==> config.mk <==
export PLATFORM = sky130hd
export DESIGN_NAME = fetch_ctrl
export DESIGN_NICKNAME = d
export VERILOG_FILES = /design/src/rtl/fetch_pkg.sv /design/src/rtl/fetch_buf.sv /design/src/rtl/fetch_ctrl.sv
export SDC_FILE = /design/constraint.sdc
export NUM_CORES = 1
export LEC_CHECK = 0
export ABC_AREA = 1
export BUFFER_PORTS_ARGS = -buffer_cell sky130_fd_sc_hd__buf_4
export CAP_MARGIN = 20
export CORE_AREA = 8 8 211 213
export DETAILED_ROUTE_END_ITERATION = 12
export DIE_AREA = 0 0 219 221
export HOLD_SLACK_MARGIN = 0.03
export PLACE_DENSITY_LB_ADDON = 0.12
export SLEW_MARGIN = 10
export SYNTH_ARGS = -nofsm -noshare
export SYNTH_HDL_FRONTEND = slang
export SYNTH_SLANG_ARGS = --single-unit
export TNS_END_PERCENT = 20
==> constraint.sdc <==
create_clock -name clk -period 13.1 [get_ports clk]
set_input_delay 2.62 -clock clk [delete_from_list [all_inputs] [get_ports clk]]
set_output_delay 2.62 -clock clk [all_outputs]
set_load 0.02 [all_outputs]
==> src/rtl/fetch_pkg.sv <==
// Shared types and constants for the instruction-fetch sequencer.
package fetch_pkg;

    typedef enum logic [1:0] {
        IDLE,
        RUN,
        HALTED
    } fetch_state_t;

    localparam logic [31:0] NOP_INSTR   = 32'h0000_0013;
    localparam int unsigned INSTR_BYTES = 4;

endpackage

==> src/rtl/fetch_buf.sv <==
// Synchronous FIFO of fetched {pc, instr} entries; flush wins over push.
module fetch_buf #(
    parameter int unsigned DEPTH = 2,
    parameter int unsigned WIDTH = 96
) (
    input  logic                     clk,
    input  logic                     rst,
    input  logic                     push,
    input  logic                     pop,
    input  logic                     flush,
    input  logic [WIDTH-1:0]         din,
    output logic [$clog2(DEPTH):0]   count,
    output logic [WIDTH-1:0]         head
);

    localparam int unsigned PW = $clog2(DEPTH);
    localparam int unsigned CW = PW + 1;
    localparam logic [CW-1:0] FULL = CW'(DEPTH);

    logic [WIDTH-1:0] mem [DEPTH];
    logic [PW-1:0]    rd_ptr;
    logic [PW-1:0]    wr_ptr;
    logic             do_pop;
    logic             do_push;

    // A push into a full buffer is legal only when the head leaves in the same cycle.
    assign do_pop  = pop && (count != '0);
    assign do_push = push && ((count != FULL) || do_pop);

    always_ff @(posedge clk) begin
        if (rst || flush) begin
            rd_ptr <= '0;
            wr_ptr <= '0;
            count  <= '0;
        end else begin
            if (do_push) wr_ptr <= wr_ptr + 1'b1;
            if (do_pop)  rd_ptr <= rd_ptr + 1'b1;
            count <= count + CW'(do_push) - CW'(do_pop);
        end
    end

    always_ff @(posedge clk) begin
        if (!rst && !flush && do_push) mem[wr_ptr] <= din;
    end

    assign head = mem[rd_ptr];

endmodule

==> src/rtl/fetch_ctrl.sv <==
// Instruction-fetch sequencer: owns the PC, fills fetch_buf, hands off to decode.
// Optional FETCH_PERF_CNT_EN adds saturating fetch/stall counters.
module fetch_ctrl
    import fetch_pkg::*;
#(
    parameter int unsigned          ADDR_W    = 64,
    parameter logic [ADDR_W-1:0]    RESET_PC  = '0,
    parameter int unsigned          BUF_DEPTH = 2
) (
    input  logic              clk,
    input  logic              rst,
    input  logic              start,
    input  logic              halt,
    input  logic              redirect_valid,
    input  logic [ADDR_W-1:0] redirect_pc,
    output logic [ADDR_W-1:0] imem_addr,
    input  logic [31:0]       imem_instr,
    output logic              if_valid,
    input  logic              if_ready,
    output logic [ADDR_W-1:0] if_pc,
    output logic [31:0]       if_instr,
    output logic              busy
`ifdef FETCH_PERF_CNT_EN
    ,
    output logic [63:0]       perf_fetched,
    output logic [63:0]       perf_stall
`endif
);

    localparam int unsigned   CW   = $clog2(BUF_DEPTH) + 1;
    localparam int unsigned   EW   = ADDR_W + 32;
    localparam logic [CW-1:0] FULL = CW'(BUF_DEPTH);

    fetch_state_t      state_q;
    fetch_state_t      state_d;
    logic [ADDR_W-1:0] pc_q;
    logic [CW-1:0]     count;
    logic [EW-1:0]     head;
    logic              pop;
    logic              full;
    logic              fetch;

    always_ff @(posedge clk) begin
        if (rst) state_q <= IDLE;
        else     state_q <= state_d;
    end

    // halt beats start when both arrive together.
    always_comb begin
        state_d = state_q;
        case (state_q)
            IDLE:    if (start && !halt) state_d = RUN;
            RUN:     if (halt)           state_d = HALTED;
            HALTED:  if (start && !halt) state_d = RUN;
            default:                     state_d = IDLE;
        endcase
    end

    assign pop   = if_valid && if_ready;
    assign full  = (count == FULL);
    assign fetch = (state_q == RUN) && !redirect_valid && (!full || pop);

    always_ff @(posedge clk) begin
        if (rst)                 pc_q <= RESET_PC;
        else if (redirect_valid) pc_q <= {redirect_pc[ADDR_W-1:2], 2'b00};
        else if (fetch)          pc_q <= pc_q + ADDR_W'(INSTR_BYTES);
    end

    fetch_buf #(
        .DEPTH (BUF_DEPTH),
        .WIDTH (EW)
    ) u_buf (
        .clk   (clk),
        .rst   (rst),
        .push  (fetch),
        .pop   (pop),
        .flush (redirect_valid),
        .din   ({pc_q, imem_instr}),
        .count (count),
        .head  (head)
    );

    assign imem_addr = pc_q;
    assign if_valid  = (count != '0);
    assign if_pc     = if_valid ? head[EW-1:32] : '0;
    assign if_instr  = if_valid ? head[31:0]    : NOP_INSTR;
    assign busy      = (state_q == RUN);

`ifdef FETCH_PERF_CNT_EN
    always_ff @(posedge clk) begin
        if (rst) begin
            perf_fetched <= '0;
            perf_stall   <= '0;
        end else begin
            if (fetch && (perf_fetched != '1))
                perf_fetched <= perf_fetched + 64'd1;
            if ((state_q == RUN) && full && !pop && (perf_stall != '1))
                perf_stall <= perf_stall + 64'd1;
        end
    end
`endif

endmodule

-- Word level (Yosys, flattened, before mapping)
Memories as Yosys holds them, arrays and structs flattened. A register that Yosys moved wholly into a read port is not among the register bits.
Index checks and enable logic that the tools add are counted.
- flip-flop bits (word level): 70
- memory bits (writable): 192
- input bits: 102
- output and inout port bits: 162
- word-level logic and storage cells: 50
- memories: 1
- memories (memory ; words ; width ; read ports ; clocked after Yosys merged registers in ; write ports ; RTL line ; text):
    u_buf.mem ; 2 ; 96 ; 1 ; 1 ; 1 ; fetch_buf.sv:20 ; logic [WIDTH-1:0] mem [DEPTH];
- $add $sub $neg: 5
- eq/ne operators: 6
- mux-type cells: 11
- reduce and logical (&&, ||, !) cells: 21
- operator list (cell ; number):
    64-bit two-way mux ; 3
    64-bit by 3-bit adder with 64-bit output (second input constant) ; 1
    32-bit two-way mux ; 1
    1-bit logical AND ; 8
    2-bit equality test (second input constant) ; 2
    1-bit logical NOT ; 4
    1-bit two-way mux ; 4
    2-bit two-way mux ; 2
    2-bit inequality test (second input constant) ; 2
    2-bit case mux with 2 select lines ; 1
    2-bit nonzero test ; 2
    2-bit OR reduction ; 2
    1-bit logical OR ; 3
    1-bit adder (second input constant) ; 2
    2-bit by 1-bit adder with 2-bit output ; 1
    2-bit by 1-bit equality test with 1-bit output (second input constant) ; 1
    2-bit logical NOT ; 1
    2-bit by 1-bit inequality test with 1-bit output (second input constant) ; 1
    2-bit AND reduction ; 1
    2-bit by 1-bit subtractor with 2-bit output ; 1

-- Depth between registers and ports, before layout
Gate-level depths: netlist (run 1).
- depth after elaboration: 8
- gate-level depth with buffers: 11
- gate-level depth less buffers: 11

-- Modules after synthesis
A second synthesis (run 1) with hierarchy kept.
- cells, all modules: 1374
- area, all modules: 12966.2 sq um
- by module, submodules not included (module ; instances ; cells each ; area an instance (sq um)):
    fetch_buf ; 1 ; 343 ; 7398.3
    fetch_ctrl ; 1 ; 1031 ; 5567.8

-- Least setup slack after synthesis (run 1)
Ideal clock, no wire load.
- path type: input-to-reg
- start: input port redirect_valid
- end: memory u_buf.mem[0][0], enable pin
- arrival time: 9.564 ns
- required time: 12.438 ns
- path slack: 2.875 ns
- cell stages on the path: 5
- buffers on the path: 2
- path through: buf_2 inv_2 nand3_4 clkbuf_1 nor3_1
- cells in the longest elaborated chain, start to end: 7
- RTL lines (element ; RTL line ; text):
    from (decl) ; fetch_ctrl.sv:14 ; input logic redirect_valid,
    1-bit logical NOT (*) ; fetch_buf.sv:43, fetch_ctrl.sv:61 ;
    1-bit logical AND (2 in a row) ; fetch_ctrl.sv:61 ; assign fetch = (state_q == RUN) && !redirect_valid && (!full || pop);
    1-bit logical AND ; fetch_buf.sv:28 ; assign do_push = push && ((count != FULL) || do_pop);
    1-bit logical AND (*) ; fetch_buf.sv:43 ; if (!rst && !flush && do_push) mem[wr_ptr] <= din;
    1-bit two-way mux (*) ; fetch_buf.sv:43 ;
    1-bit two-way mux (implied by the code) (*) ; fetch_buf.sv:43 ;
    to (decl) ; fetch_buf.sv:20 ;
Mark *: on every way between the ends. The rest lies on a longest branch, timed or not.

==> results of run 1 <==
## placed cells by master (no fill, tap or decap), types with 9 or more instances in the layout
cell type / n
a21oi_1: 150
a31oi_1: 10
buf_4: 266
clkbuf_16: 31
dfxtp_1: 68
edfxtp_1: 188
inv_1: 138
inv_2: 9
nand2_1: 465
nand2_2: 17
nand3_1: 76
nor2_1: 107
nor2_2: 13
o21ai_0: 48
o21ai_1: 23
## where the power goes
group	leakage [nW]	internal, mW	switching [mW]
clock network	0.503	0.523	0.337
logic	3.48	0.0586	0.0848
registers	2.26	0.890	0.0284
## cell type report
cell class | instances | area (um2) | share of cell area, %
tap | 539 | 674 | 4.32
clock inverter | 16 | 184 | 1.18
clock buffer | 41 | 833 | 5.34
multi-input combinational | 959 | 4330 | 27.7
inverter | 148 | 557 | 3.57
timing repair buffer | 266 | 2000 | 12.8
sequential | 257 | 7030 | 45.1
## critical path: cells and delay by family, from the launching register on
| kind | cells | cell delay [ns] |
|---|---|---|
| AO/OA/AOI/OAI | 1 | 0.09 |
| buffers and inverters | 3 | 1.50 |
| flip-flops | 1 | 0.69 |
| AND/OR/NAND/NOR | 1 | 0.14 |
## routing by layer
layer	GRT usage, %	share of wire, %
met3	2.89	5.3
met5	0	0.019
met1	23.4	47
met4	3.38	1.3
met2	27.0	47
## state kept, by name (all words and copies together) (netlist names), named ones only
signal,count
u_buf.count,2
u_buf.mem,188
imem_addr,62
u_buf.wr_ptr,1
u_buf.rd_ptr,1
state_q,2
## logic make-up (layout without fill, tap and decap cells)
logic type,Yosys count,count (layout),share of synthesized area (%)
fa+ha+maj,3,3,0.309
compound gates,238,238,10.1
other cells,1,4,0.0309
xor+xnor,9,9,0.649
flops,257,257,57.8
simple gates,705,705,24.3
buf+inv,209,471,6.82
## worst max-delay path by stage
stage                         from  cells past startpoint              end
global placement    redirect_valid                      5  u_buf.mem[0][2]
detailed placement  redirect_valid                      5  u_buf.mem[0][2]
global route              register                      5        if_pc[16]
finish                    register                      5        if_pc[16]
CTS                       register                      5        if_pc[16]
floorplan           redirect_valid                      5  u_buf.mem[0][0]
==> run metrics, run 1 <==
result of the run=completed; Worst IR Drop VDD=0.0782 mV; core area=41,300 um2; Post-synth EDFFs=188; worst-case clock skew=0.0210 ns; fmax=174 MHz; share of layout cells above drive strength 1=22.1%; Synth cell types=34; # resized after CTS=0; Syn Area/Cell=8.55 um2; Inst Count DP=2,169; postcts setup bufs=0; WHS=0.457 ns; vias after detailed routing=10.3k; RePlAce Congestion=0.869; Worst EP arrival=3.11 ns; post-synthesis cell count=1,422; gr ovfl total=0; diode count=0; worst hold path depth=1; deepest clock path buffer count=3; Syn. warnings=0; post-route ant nets=0; DIE HEIGHT=221 um; slowest CP cell=clkinv_2; min-delay src=u_buf.rd_ptr; cts bufs inserted=31; Required @ worst endpoint=10.48 ns; critical-path cell list=clkinv_2 -> buf_4 -> nand2_1 -> a21oi_1 -> buf_4; routed vias/inst=4.62; H-tree levels=1; Final Core Density=37.8%; critical path peak fanout=52; initial antenna violation count=1; most frequent CP cell=buf_4; DP Area=14,600 um2; Leak=6.24 nW; IO buf count=257; Tot GR Track Use=16.8%; Slowest Stage Delay on Critical Path=0.73 ns; Die W=219 um; FILL cells=4,299; Setup crit start kind=register; Pre-antenna DRT Iters=5; commonest cells in the netlist=nand2_1 (466), edfxtp_1 (188), a21oi_1 (150); Netlist Area Pre-Place=12,200 um2; Yosys top cell area share=46.5%; final setup violation count=0; clock root buffer=clkbuf_16; total of max-cap violations=0; area leader, netlist=edfxtp_1; largest net degree at the start of global routing=64; r2r worst-path depth=6; part of the Yosys area used for sequential elements=57.8%; DRC Markers=0; dpl ws=7.37 ns; Final Hold Vio Count=0; DR WL/cell=18.8 um; hold_buf cts=0; #FFs+latches synth=257; clock sink count=257; ys flop type=edfxtp_1; half-perimeter wire length after placement=29,700 um; Worst-path clk slew=0.06 ns; TritonCTS clock tree=done; Crit. End Element=primary output; worst slew pin tran=1.01 ns; Tcrit/Tclk final=43.8%; final instance area=15,600 um2; Final min period=5.73 ns; setup_tns=0 ns; R2R Path End=u_buf.mem[1][92]; worst r2r src=state_q[0]; Area growth, synth to finish=28.4%; Slew HR=32.4%; critical setup path kind=reg2out; Slew Limit Fails=0; Row Count=75; first-pass GRT wire length=63,400 um; Hold Crit Class=reg2reg; PwrDens=123 nW/um2; Layout Cells excl Fill=2,226; final net count=1,768; RSZ-0062 raised after global routing=no; top cells by area, synth=edfxtp_1 (46%), nand2_1 (14%), dfxtp_1 (11%), a21oi_1 (6.2%), inv_1 (4.3%); Worst-Skew Late Latency=0.57 ns; # IOs=264; r2r setup slk=10.04 ns; final worst slack=7.37 ns; total power draw=1.92 mW; Detailed Route WL=41,800 um; Die ar.=48,400 um2; Initial Utilization=29.4%; vias in the first global route=10.1k; ys async rst share=0%; count leader, synth=nand2_1; Starting DRT DRC Count=876
(Power assumes the default switching activity.)
==> run 2: changes to the inputs <==
- clock period: 13.1 -> 5.4 ns (I/O delays scaled with it)
==> run 2 against run 1 <==
Global-route usage up 0.085 points. Sequential share of layout area about the same. Clock power up 130%. Critical path type unchanged. Largest cell class unchanged. Largest power group unchanged.
==> run metrics, run 2 (synthesis results as in run 1) <==
Die W=219 um; DRC Markers=0; FILL cells=4,210; final worst slack=1.89 ns; initial antenna violation count=1; H-tree levels=1; IO buf count=257; Worst EP arrival=2.43 ns; Slew HR=32.6%; Layout Cells excl Fill=2,227; Detailed Route WL=41,900 um; Pre-antenna DRT Iters=5; DIE HEIGHT=221 um; dpl ws=1.59 ns; total power draw=4.57 mW; worst slew pin tran=1.01 ns; # IOs=264; Tcrit/Tclk final=65.1%; Row Count=75; fmax=285 MHz; critical path peak fanout=68; Top reg by flops=u_buf.mem; result of the run=completed; critical setup path kind=reg2out; worst-case clock skew=0.0119 ns; Hold Crit Class=reg2reg; vias in the first global route=10.1k; Area growth, synth to finish=28.3%; diode count=0; PwrDens=293 nW/um2; RePlAce Congestion=0.870; Crit. End Element=primary output; Worst-Skew Late Latency=0.57 ns; most common cell after layout, fill and taps aside=nand2_1; final setup violation count=0; post-route ant nets=0; first-pass GRT wire length=63,600 um; max reg flops=188; largest net degree at the start of global routing=69; half-perimeter wire length after placement=30,000 um; DR WL/cell=18.8 um; Worst-path clk slew=0.05 ns; RSZ-0062 raised after global routing=no; Die ar.=48,400 um2; setup_tns=0 ns; Setup crit start kind=register; cts bufs inserted=31; Slew Limit Fails=0; Starting DRT DRC Count=695; core area=41,300 um2; Tot GR Track Use=16.8%; hold_buf cts=0; Initial Utilization=29.4%; Leak=6.23 nW; Required @ worst endpoint=4.32 ns; vias after detailed routing=10.3k; total of max-cap violations=0; deepest clock path buffer count=3; Final min period=3.51 ns; routed vias/inst=4.63; Inst Count DP=2,171; commonest non-fill, non-tap cells in the layout=nand2_1 (465), buf_4 (267), edfxtp_1 (188); share of layout cells above drive strength 1=22.2%; # resized after CTS=0; postcts setup bufs=0; clock root buffer=clkbuf_16; final net count=1,770; Worst IR Drop VDD=0.170 mV; gr ovfl total=0; TritonCTS clock tree=done; clock sink count=257; Final Hold Vio Count=0
run 2: path summary, 6_finish.rpt:
kind                    endpoint            from  depth (start not counted)  slack [ns]
hold reg to reg         register    u_buf.rd_ptr                          1        0.44
hold / removal          register    u_buf.rd_ptr                          1        0.44
setup / recovery    if_instr[24]        register                          4        1.89
setup reg to reg  u_buf.count[1]  u_buf.count[1]                          9        2.75
run 2: per-stage QoR:
step,instance area [um2],utilization [%],hold slack (ns)
floorplan,12200,-,0.425
global placement,14600,35.4,0.429
detailed placement,14600,35.4,0.433
CTS,15600,37.8,0.441
global route,15600,37.8,0.466
finish,15600,37.8,0.443
run 2: layout make-up:
| cell class | count | area [um2] | share of cell area [%] |
|---|---|---|---|
| clock buffers | 41 | 833 | 5.34 |
| clock inverters | 15 | 134 | 0.858 |
| inverters | 148 | 557 | 3.57 |
| multi-input cells | 959 | 4340 | 27.8 |
| flip-flops and latches | 257 | 7030 | 45.1 |
| well taps | 539 | 674 | 4.32 |
| repair buffers | 268 | 2020 | 13.0 |
run 2: worst max-delay path, cell delays in order, from the launching register on:
cell and delay (ns):
dfxtp_4 0.56, buf_4 0.67, nand2_1 0.10, a21oi_1 0.25, buf_4 0.18
run 2: layer usage:
layer / share of wire, % / GRT usage, % / vias up
li1: - / - / 5149
met1: 47 / 23.6 / 4839
met2: 46 / 26.9 / 268
met3: 5.3 / 2.86 / 48
met4: 1.7 / 3.75 / 2
met5: 0.031 / 0 / -
run 2: report_power, final:
group	internal, mW	switching (mW)	leakage, nW
combinational	0.143	0.209	3.50
clock	1.17	0.817	0.471
sequential	2.16	0.0680	2.26
total	3.47	1.09	6.23
